$ cat config.mk
export PLATFORM = sky130hd
export DESIGN_NAME = dma_tx_cpl_rx
export DESIGN_NICKNAME = d
export VERILOG_FILES = /design/src/rtl/dma_tx_cpl_rx.sv
export SDC_FILE = /design/constraint.sdc
export NUM_CORES = 1
export LEC_CHECK = 0
export ABC_AREA = 0
export CORE_UTILIZATION = 57
export DETAILED_ROUTE_END_ITERATION = 8
export HOLD_SLACK_MARGIN = 0.02
export MAX_ROUTING_LAYER = met4
export PLACE_DENSITY = 0.82
export SLEW_MARGIN = 20
export SYNTH_ARGS = -nofsm -noshare
export SYNTH_HDL_FRONTEND = slang
export SYNTH_SLANG_ARGS = --single-unit
$ cat constraint.sdc
create_clock -name clk -period 3.6 [get_ports clk]
set_input_delay 0.36 -clock clk [delete_from_list [all_inputs] [get_ports clk]]
set_output_delay 0.36 -clock clk [all_outputs]
set_load 0.02 [all_outputs]
$ cat src/rtl/dma_tx_cpl_rx.sv
// Completion receiver for the DMA TX read path: tracks per-tag descriptors, writes completion payload to RAM, returns finished tags.
// Optional macro DMA_TX_CPL_RX_STRICT_LEN_EN enforces payload length against the completion header.
module dma_tx_cpl_rx #(
    parameter int RAM_ADDR_WIDTH   = 18,
    parameter int REQUEST_LEN_BITS = 12,
    parameter int DATA_BITS        = 3,
    parameter int PCIE_TAG_BITS    = 4
) (
    input  logic                                   clk,
    input  logic                                   rst,
    input  logic                                   s_tcq_valid,
    output logic                                   s_tcq_ready,
    input  logic [RAM_ADDR_WIDTH-1:DATA_BITS]      s_tcq_laddr,
    input  logic [REQUEST_LEN_BITS-1:DATA_BITS]    s_tcq_length,
    input  logic [PCIE_TAG_BITS-1:0]               s_tcq_tag,
    input  logic                                   s_cplh_valid,
    output logic                                   s_cplh_ready,
    input  logic [PCIE_TAG_BITS-1:0]               s_cplh_tag,
    input  logic [REQUEST_LEN_BITS-1:DATA_BITS]    s_cplh_len,
    input  logic                                   s_cplh_final,
    input  logic                                   s_cplh_err,
    input  logic                                   s_cpld_valid,
    output logic                                   s_cpld_ready,
    input  logic [(8<<DATA_BITS)-1:0]              s_cpld_data,
    input  logic                                   s_cpld_last,
    output logic                                   m_ram_we,
    output logic [RAM_ADDR_WIDTH-1:DATA_BITS]      m_ram_addr,
    output logic [(8<<DATA_BITS)-1:0]              m_ram_data,
    output logic                                   m_tcq_cvalid,
    input  logic                                   m_tcq_cready,
    output logic [PCIE_TAG_BITS-1:0]               m_tcq_ctag,
    output logic                                   err_sticky
);

    localparam int AW = RAM_ADDR_WIDTH - DATA_BITS;
    localparam int LW = REQUEST_LEN_BITS - DATA_BITS;
    localparam int RW = LW + 1;
    localparam int NT = 1 << PCIE_TAG_BITS;

    typedef enum logic [1:0] {IDLE, DATA, UPD, TERM} state_t;

    state_t                   state;
    logic [AW-1:0]            tbl_addr [NT];
    logic [RW-1:0]            tbl_rem  [NT];
    logic [NT-1:0]            tag_vld;

    logic [PCIE_TAG_BITS-1:0] cur_tag;
    logic [AW-1:0]            cur_addr;
    logic [RW-1:0]            cur_rem;
    logic                     cur_final;
    logic                     cur_drop;

    logic tcq_acc, cplh_acc, cpld_acc, term_hs;
    logic excess, len_bad;

    assign tcq_acc  = s_tcq_valid & s_tcq_ready;
    assign cplh_acc = s_cplh_valid & s_cplh_ready;
    assign cpld_acc = s_cpld_valid & s_cpld_ready;
    assign term_hs  = m_tcq_cvalid & m_tcq_cready;

`ifdef DMA_TX_CPL_RX_STRICT_LEN_EN
    logic [LW-1:0] exp_len;
    logic [RW-1:0] beat_cnt;

    assign excess  = beat_cnt > RW'(exp_len);
    assign len_bad = s_cpld_last && (beat_cnt != RW'(exp_len));

    always_ff @(posedge clk) begin
        if (cplh_acc) begin
            exp_len  <= s_cplh_len;
            beat_cnt <= '0;
        end else if (cpld_acc && beat_cnt != '1) begin
            beat_cnt <= beat_cnt + RW'(1);
        end
    end
`else
    logic unused_len;
    assign unused_len = ^s_cplh_len;
    assign excess     = 1'b0;
    assign len_bad    = 1'b0;
`endif

    // Single table write port: UPD write-back owns it, descriptors are held off meanwhile
    always_ff @(posedge clk) begin
        if (state == UPD) begin
            tbl_addr[cur_tag] <= cur_addr;
            tbl_rem[cur_tag]  <= cur_rem;
        end else if (tcq_acc) begin
            tbl_addr[s_tcq_tag] <= s_tcq_laddr;
            tbl_rem[s_tcq_tag]  <= RW'(s_tcq_length) + RW'(1);
        end
    end

    always_ff @(posedge clk) begin
        if (rst) begin
            state        <= IDLE;
            s_tcq_ready  <= 1'b0;
            s_cplh_ready <= 1'b0;
            s_cpld_ready <= 1'b0;
            m_ram_we     <= 1'b0;
            m_ram_addr   <= '0;
            m_ram_data   <= '0;
            m_tcq_cvalid <= 1'b0;
            m_tcq_ctag   <= '0;
            err_sticky   <= 1'b0;
            tag_vld      <= '0;
        end else begin
            m_ram_we <= 1'b0;
            // Clear before set so a same-cycle re-issue of the tag keeps it valid
            if (term_hs)
                tag_vld[m_tcq_ctag] <= 1'b0;
            if (tcq_acc) begin
                tag_vld[s_tcq_tag] <= 1'b1;
                if (tag_vld[s_tcq_tag])
                    err_sticky <= 1'b1;
            end

            case (state)
                IDLE: begin
                    s_tcq_ready  <= 1'b1;
                    s_cplh_ready <= 1'b1;
                    if (cplh_acc) begin
                        s_cplh_ready <= 1'b0;
                        cur_tag      <= s_cplh_tag;
                        cur_addr     <= tbl_addr[s_cplh_tag];
                        cur_rem      <= tbl_rem[s_cplh_tag];
                        cur_final    <= s_cplh_final;
                        cur_drop     <= ~tag_vld[s_cplh_tag];
                        if (s_cplh_err) begin
                            err_sticky   <= 1'b1;
                            m_tcq_cvalid <= 1'b1;
                            m_tcq_ctag   <= s_cplh_tag;
                            state        <= TERM;
                        end else begin
                            if (!tag_vld[s_cplh_tag])
                                err_sticky <= 1'b1;
                            s_cpld_ready <= 1'b1;
                            state        <= DATA;
                        end
                    end
                end
                DATA: begin
                    if (cpld_acc) begin
                        if (!cur_drop && !excess) begin
                            if (cur_rem == '0) begin
                                err_sticky <= 1'b1;
                            end else begin
                                m_ram_we   <= 1'b1;
                                m_ram_addr <= cur_addr;
                                m_ram_data <= s_cpld_data;
                                cur_addr   <= cur_addr + AW'(1);
                                cur_rem    <= cur_rem - RW'(1);
                            end
                        end
                        if (excess || len_bad)
                            err_sticky <= 1'b1;
                        if (s_cpld_last) begin
                            s_cpld_ready <= 1'b0;
                            if (cur_drop) begin
                                s_cplh_ready <= 1'b1;
                                state        <= IDLE;
                            end else begin
                                s_tcq_ready <= 1'b0;
                                state       <= UPD;
                            end
                        end
                    end
                end
                UPD: begin
                    s_tcq_ready <= 1'b1;
                    if (cur_final || cur_rem == '0) begin
                        m_tcq_cvalid <= 1'b1;
                        m_tcq_ctag   <= cur_tag;
                        state        <= TERM;
                    end else begin
                        s_cplh_ready <= 1'b1;
                        state        <= IDLE;
                    end
                end
                TERM: begin
                    if (m_tcq_cready) begin
                        m_tcq_cvalid <= 1'b0;
                        s_cplh_ready <= 1'b1;
                        state        <= IDLE;
                    end
                end
                default: state <= IDLE;
            endcase
        end
    end

endmodule

---- Yosys cells after proc, flatten, opt, wreduce, memory -nomap -nowiden ----
Memories as Yosys holds them, arrays and structs flattened.
Cells that the tools add are included.
word-level totals
  register bits after elaboration ......... 138
  bits in writable memories ............... 400
  bits of input ports ..................... 114
  output and inout port bits .............. 89
  word-level logic and storage cells ...... 150
  memories kept ........................... 2
operators by class
  $add $sub $neg .......................... 3
  $lt $le $gt $ge ......................... 5
  equal/unequal tests ..................... 14
  muxes and demuxes ....................... 75
  bitwise logic cells ..................... 13
  reduce and logical (&&, ||, !) cells .... 22
memory list
  memory    depth  width  read ports  clocked after Yosys merged registers in  wr ports  line  text
  tbl_addr  16     15     1           0                                        1         43    logic [AW-1:0] tbl_addr [NT];
  tbl_rem   16     10     1           0                                        1         44    logic [RW-1:0] tbl_rem [NT];
operators with widths
  cell                   number
  $mux 15                5
  $mux 10                5
  $mux 16                3
  $mux 1                 37
  $pmux 15 s2            1
  $mux 4                 5
  $ne 2x2->1 const B     10
  $pmux 10 s2            1
  $and 16x16->16         1
  $not 16->16            1
  $or 16x16->16          1
  $reduce_and 4->1       4
  $add 15x1->15 const B  1
  $lt 4x5->1 const B     3
  $reduce_and 5->1       3
  $reduce_or 15->1       1
  $mux 2                 7
  $add 9x1->10 const B   1
  $logic_not 10->1       1
  $reduce_or 10->1       1
  $sub 10x1->10 const B  1
  $bmux 1 s4             2
  $demux 1 s4            2
  $ge 4x1->1 const B     2
  other kinds (19)       33

---- Longest topological paths before layout ----
  word-level depth ........................ 10
  depth in mapped cells ................... 9
  gate-level depth less buffers ........... 7

---- Least setup slack after synthesis ----
No wires, ideal clock.
  path type ............................... register to register
  start ................................... register cur_rem[0]
  end ..................................... register cur_addr[0], enable pin
  library setup time ...................... 415 ps
  arrival ................................. 2,880 ps
  required time ........................... 3,185 ps
  slack ................................... 305 ps
  stages on the path, launching flop included .. 9
  buffers on the path ..................... 2
  clock period less this slack ............ 3,295 ps
  cells stage by stage .................... edfxtp_1 > inv_1 > ha_1 > nor3b_1 > nor4b_4 > or3_1 > buf_6 > buf_8 > a21oi_1
between the ends
  word-level cells in the longest chain between the ends .. 3
RTL lines
  item                        line  text
  start, declared             49    logic [RW-1:0] cur_rem;
  start signal, assigned      126   cur_rem <= tbl_rem[s_cplh_tag];
  start signal, assigned      152   cur_rem <= cur_rem - RW'(1);
  $logic_not 10->1            145   if (cur_rem == '0) begin
  $ne 2x2->1 (no line)        -
  $reduce_and 6->1 (no line)  -
  end signal, assigned        125   cur_addr <= tbl_addr[s_cplh_tag];
  end signal, assigned        151   cur_addr <= cur_addr + AW'(1);
  end, declared               48    logic [AW-1:0] cur_addr;
Every way passes these cells.
A chain may end at the register's enable or synchronous reset.

---- Worst setup path in the final report ----
  start ................................... register cur_rem[0]
  end ..................................... register m_ram_addr[14] (netlist bit)
between the ends
  word-level cells in the longest chain between the ends .. 3
RTL lines
  item                        line  text
  $logic_not 10->1            145
  $not 1->1 (no line)         -
  $reduce_and 4->1 (no line)  -
  end signal, assigned        149   m_ram_addr <= cur_addr;
  end, declared               27    output logic [RAM_ADDR_WIDTH-1:DATA_BITS] m_ram_addr,
Every way passes these cells.

==> impl_metrics.py <==
metrics = {
    "timing": {
        "finalHoldViolations": 0,
        "finalCritPeriodShare": 0.8548,
        "finalSetupTns_ps": 0,
        "setup_violations": 0,
        "fmax_ghz": 0.3250,
        "timing.hold.ws_ps": 146.6,
        "skew_ps": 28.66,
        "final.min_clock_period_ps": 3077,
        "rsz0062_at_grt": "no",
        "tightestPinTransition_ps": 1078,
        "slew_headroom": 0.2816,
        "slew_viol_final": 0,
    },
    "synthesis": {
        "yosys.area_share.simple": 0.07264,
        "synth-compound-area-share": 0.05539,
        "syn-cell-area_um2": 21910,
        "synth_fp_nets": 1436,
        "synth-warning-count": 0,
        "synth.distinct_cells": 49,
        "synth_xor_area_frac": 0.01079,
        "ys_ff_latch": 538,
        "synthMuxAreaShare": 0.1515,
        "synth_fa_ha_area_frac": 0.001713,
        "synth_seq_area_share": 0.6885,
        "netlist_instances": 1319,
        "synth.avg_cell_area_um2": 16.61,
        "synth_top_family_by_area": "multiplexers",
    },
    "final_layout": {
        "seq_area_um2": 15080,
        "n_antenna_cell": 0,
        "stdcell_count": 2095,
        "drive_above_1_share": 0.2904,
        "layout_common_cells": "edfxtp_1, clkdlybuf4s50_1, nand2_1, mux4_2, dfxtp_1",
        "nFillCells": 2270,
        "syn_to_final_growth_pct": 21.22,
        "final_nets": 1658,
        "final_common_cell": "edfxtp_1",
        "multi_input_area_um2": 6550,
        "fin_util": 0.7035,
    },
    "power": {
        "power_w": 0.01356,
        "powerDensity_nw_per_um2": 510.7,
        "p_leak_nw": 8.313,
        "peakVddDrop_mv": 0.4317,
    },
    "clock_tree": {
        "cts_root_buf": "clkbuf_16",
        "numClockSinks": 538,
        "clockBufferDepth": 3,
        "holdBufCountCts": 0,
        "cts_setup_buffers": 0,
        "cts_tree": "yes",
        "cts_max_level": 2,
        "numCtsBuffers": 53,
        "clock_latency_ps": 600,
        "path_clk_slew_ps": 60,
        "postCtsResizedCells": 0,
    },
    "routing": {
        "ant_nets": 0,
        "drt-initial-drc-count": 1260,
        "drt_wl_total_mm": 53.25,
        "routed_via_density": 6.187,
        "drc": 0,
        "wire_per_inst_um": 25.42,
        "vias": 12962,
        "firstDrtPassIters": 7,
    },
    "worst_setup_path": {
        "worstRegToRegCells": 8,
        "crit_required_ps": 4110,
        "end_kind": "flop",
        "cp_data_arrival_time_ps": 3590,
        "ff2ff_setup_slack_ps": 520,
        "max_stage_delay_ps": 620,
        "startpoint": "cur_rem[0]",
        "slowest_stage": "nor4b_4",
        "crit_type": "flop to flop",
        "start_kind": "flop",
        "crit_fanout": 52,
        "crit_chain": "inv_1 > ha_1 > nor3b_1 > nor4b_4 > or3_4 > buf_12 > nand2_1 > a21oi_2",
        "crit_path_end": "m_ram_addr[14]",
        "r2r_start": "cur_rem[0]",
        "rr_endpoint": "m_ram_addr[14]",
    },
    "placement": {
        "port-buffer-count": 193,
        "dp_cells": 1996,
        "gp_congestion": 0.8727,
        "dp_hpwl_mm": 30.73,
    },
    "global_routing": {
        "grt_pass1_wl_mm": 79.48,
        "overflow": 0,
        "busiest_layer": "met2",
        "gr-usage-met3": 0.04446,
        "grt_use_met2": 0.4743,
        "grt_max_degree": 80,
        "antenna_found_initial": 0,
        "grt_pass1_vias": 13051,
        "grt_use_total": 0.2872,
        "met1_usage": 0.3595,
    },
    "die": {
        "die_area_um2": 39230,
        "start_util": 0.5803,
        "fp.dieW_um": 198.1,
        "die_y_um": 198.1,
        "coreArea_um2": 37760,
        "ioPinCount": 203,
        "rows": 71,
    },
    "run_status": {
        "outcome": "finished clean",
    },
    "run": {
        "max-cap-violations": 0,
    },
    "hold_path": {
        "hp-class": "input port to flop",
        "hp-start": "rst",
    },
}
==> sequential cells by signal (all words and copies together) (netlist names) <==
register	count
tbl_addr	240
tbl_rem	160
m_ram_data	64
tag_vld	16
cur_addr	15
m_ram_addr	15
cur_rem	10
cur_tag	4
m_tcq_ctag	4
state	2
cur_drop	1
cur_final	1
err_sticky	1
m_ram_we	1
m_tcq_cvalid	1
s_cpld_ready	1
s_cplh_ready	1
s_tcq_ready	1
==> critical path: cells and delay by family (launching register included) <==
family,cells,cell delay (ps)
AO/OA/AOI/OAI,1,160
adder cells (fa/ha/maj),1,180
buffers and inverters,2,420
flip-flops,1,450
AND/OR/NAND/NOR,4,1720
==> per-layer routing <==
layer  routed length, um  up-vias
li1                    -     5526
met1               19880     6500
met2               26540      795
met3                4910      141
met4                1921        0
met5                   0        -
==> how the worst min path moves through the flow <==
stage                     endpoint  cells past startpoint  slack (ps)
finish              m_ram_addr[16]                      2         150
global route        m_ram_addr[17]                      2         150
CTS                 m_ram_addr[16]                      2         120
detailed placement  m_ram_data[33]                      2         450
global placement    m_ram_data[57]                      2         450
floorplan              tag_vld[12]                      2         450
==> synth_stat cells (all sizes together) <==
cell type	count	share of area
nor2b	7	0.0020
inv	6	0.0010
mux2i	11	0.0050
nor3b	4	0.0014
nor4b	1	0.0011
and4	3	0.0012
a311oi	2	0.00080
ha	3	0.0017
o41ai	1	0.00040
or2	1	0.00029
clkbuf	47	0.0081
a21o	2	0.00069
nand2b	2	0.00057
o311ai	1	0.00040
and3	4	0.0011
o2bb2ai	1	0.00040
nand2	216	0.045
o31ai	1	0.00034
mux2	21	0.011
a211oi	1	0.00034
a2111oi	2	0.00080
buf	28	0.010
dfxtp	107	0.098
nor3	10	0.0023
xor2	14	0.0056
o21ai	43	0.0098
or4	3	0.0012
nand4b	2	0.00080
nand3	11	0.0025
a31oi	4	0.0011
or3	3	0.00086
a41o	1	0.00046
xnor2	13	0.0052
nor2	55	0.0094
edfxtp	431	0.59
nor4	2	0.00057
a32oi	1	0.00040
mux4	132	0.14
nand4	7	0.0020
a21oi	114	0.039
nand3b	1	0.00034
==> report_power, final <==
| part | total (W) | internal [W] | switching, W |
|---|---|---|---|
| combinational | 0.00100 | 0.000437 | 0.000566 |
| clock | 0.00559 | 0.00325 | 0.00233 |
| sequential | 0.00697 | 0.00690 | 0.0000752 |
| total | 0.0136 | 0.0106 | 0.00297 |
==> area by class of cell <==
cell class / count / area share
clock inverter: 32 / 0.01182
sequential: 538 / 0.5680
multi-input combinational: 700 / 0.2466
inverter: 6 / 0.0008480
tap: 511 / 0.02407
timing repair buffer: 242 / 0.09455
clock buffer: 66 / 0.05413
==> stage by stage <==
step	cell area, um^2	worst slack [ps]
after floorplan	21910	304.5
after detailed placement	24780	567.8
after CTS	26530	541.4
after global routing	26560	380.2
after global placement	24780	604.9
final	26560	522.6
==> cell families (layout without fill, tap and decap cells) <==
kind of cell	after synthesis	after routing
DFF	538	538
adders and majority gates	3	3
buffers and inverters	81	346
muxes	164	164
xor gates and xnor gates	27	27
and+or+nand+nor	332	332
AOI/OAI and AO/OA	174	174
Power figures use the tool's default switching activity.
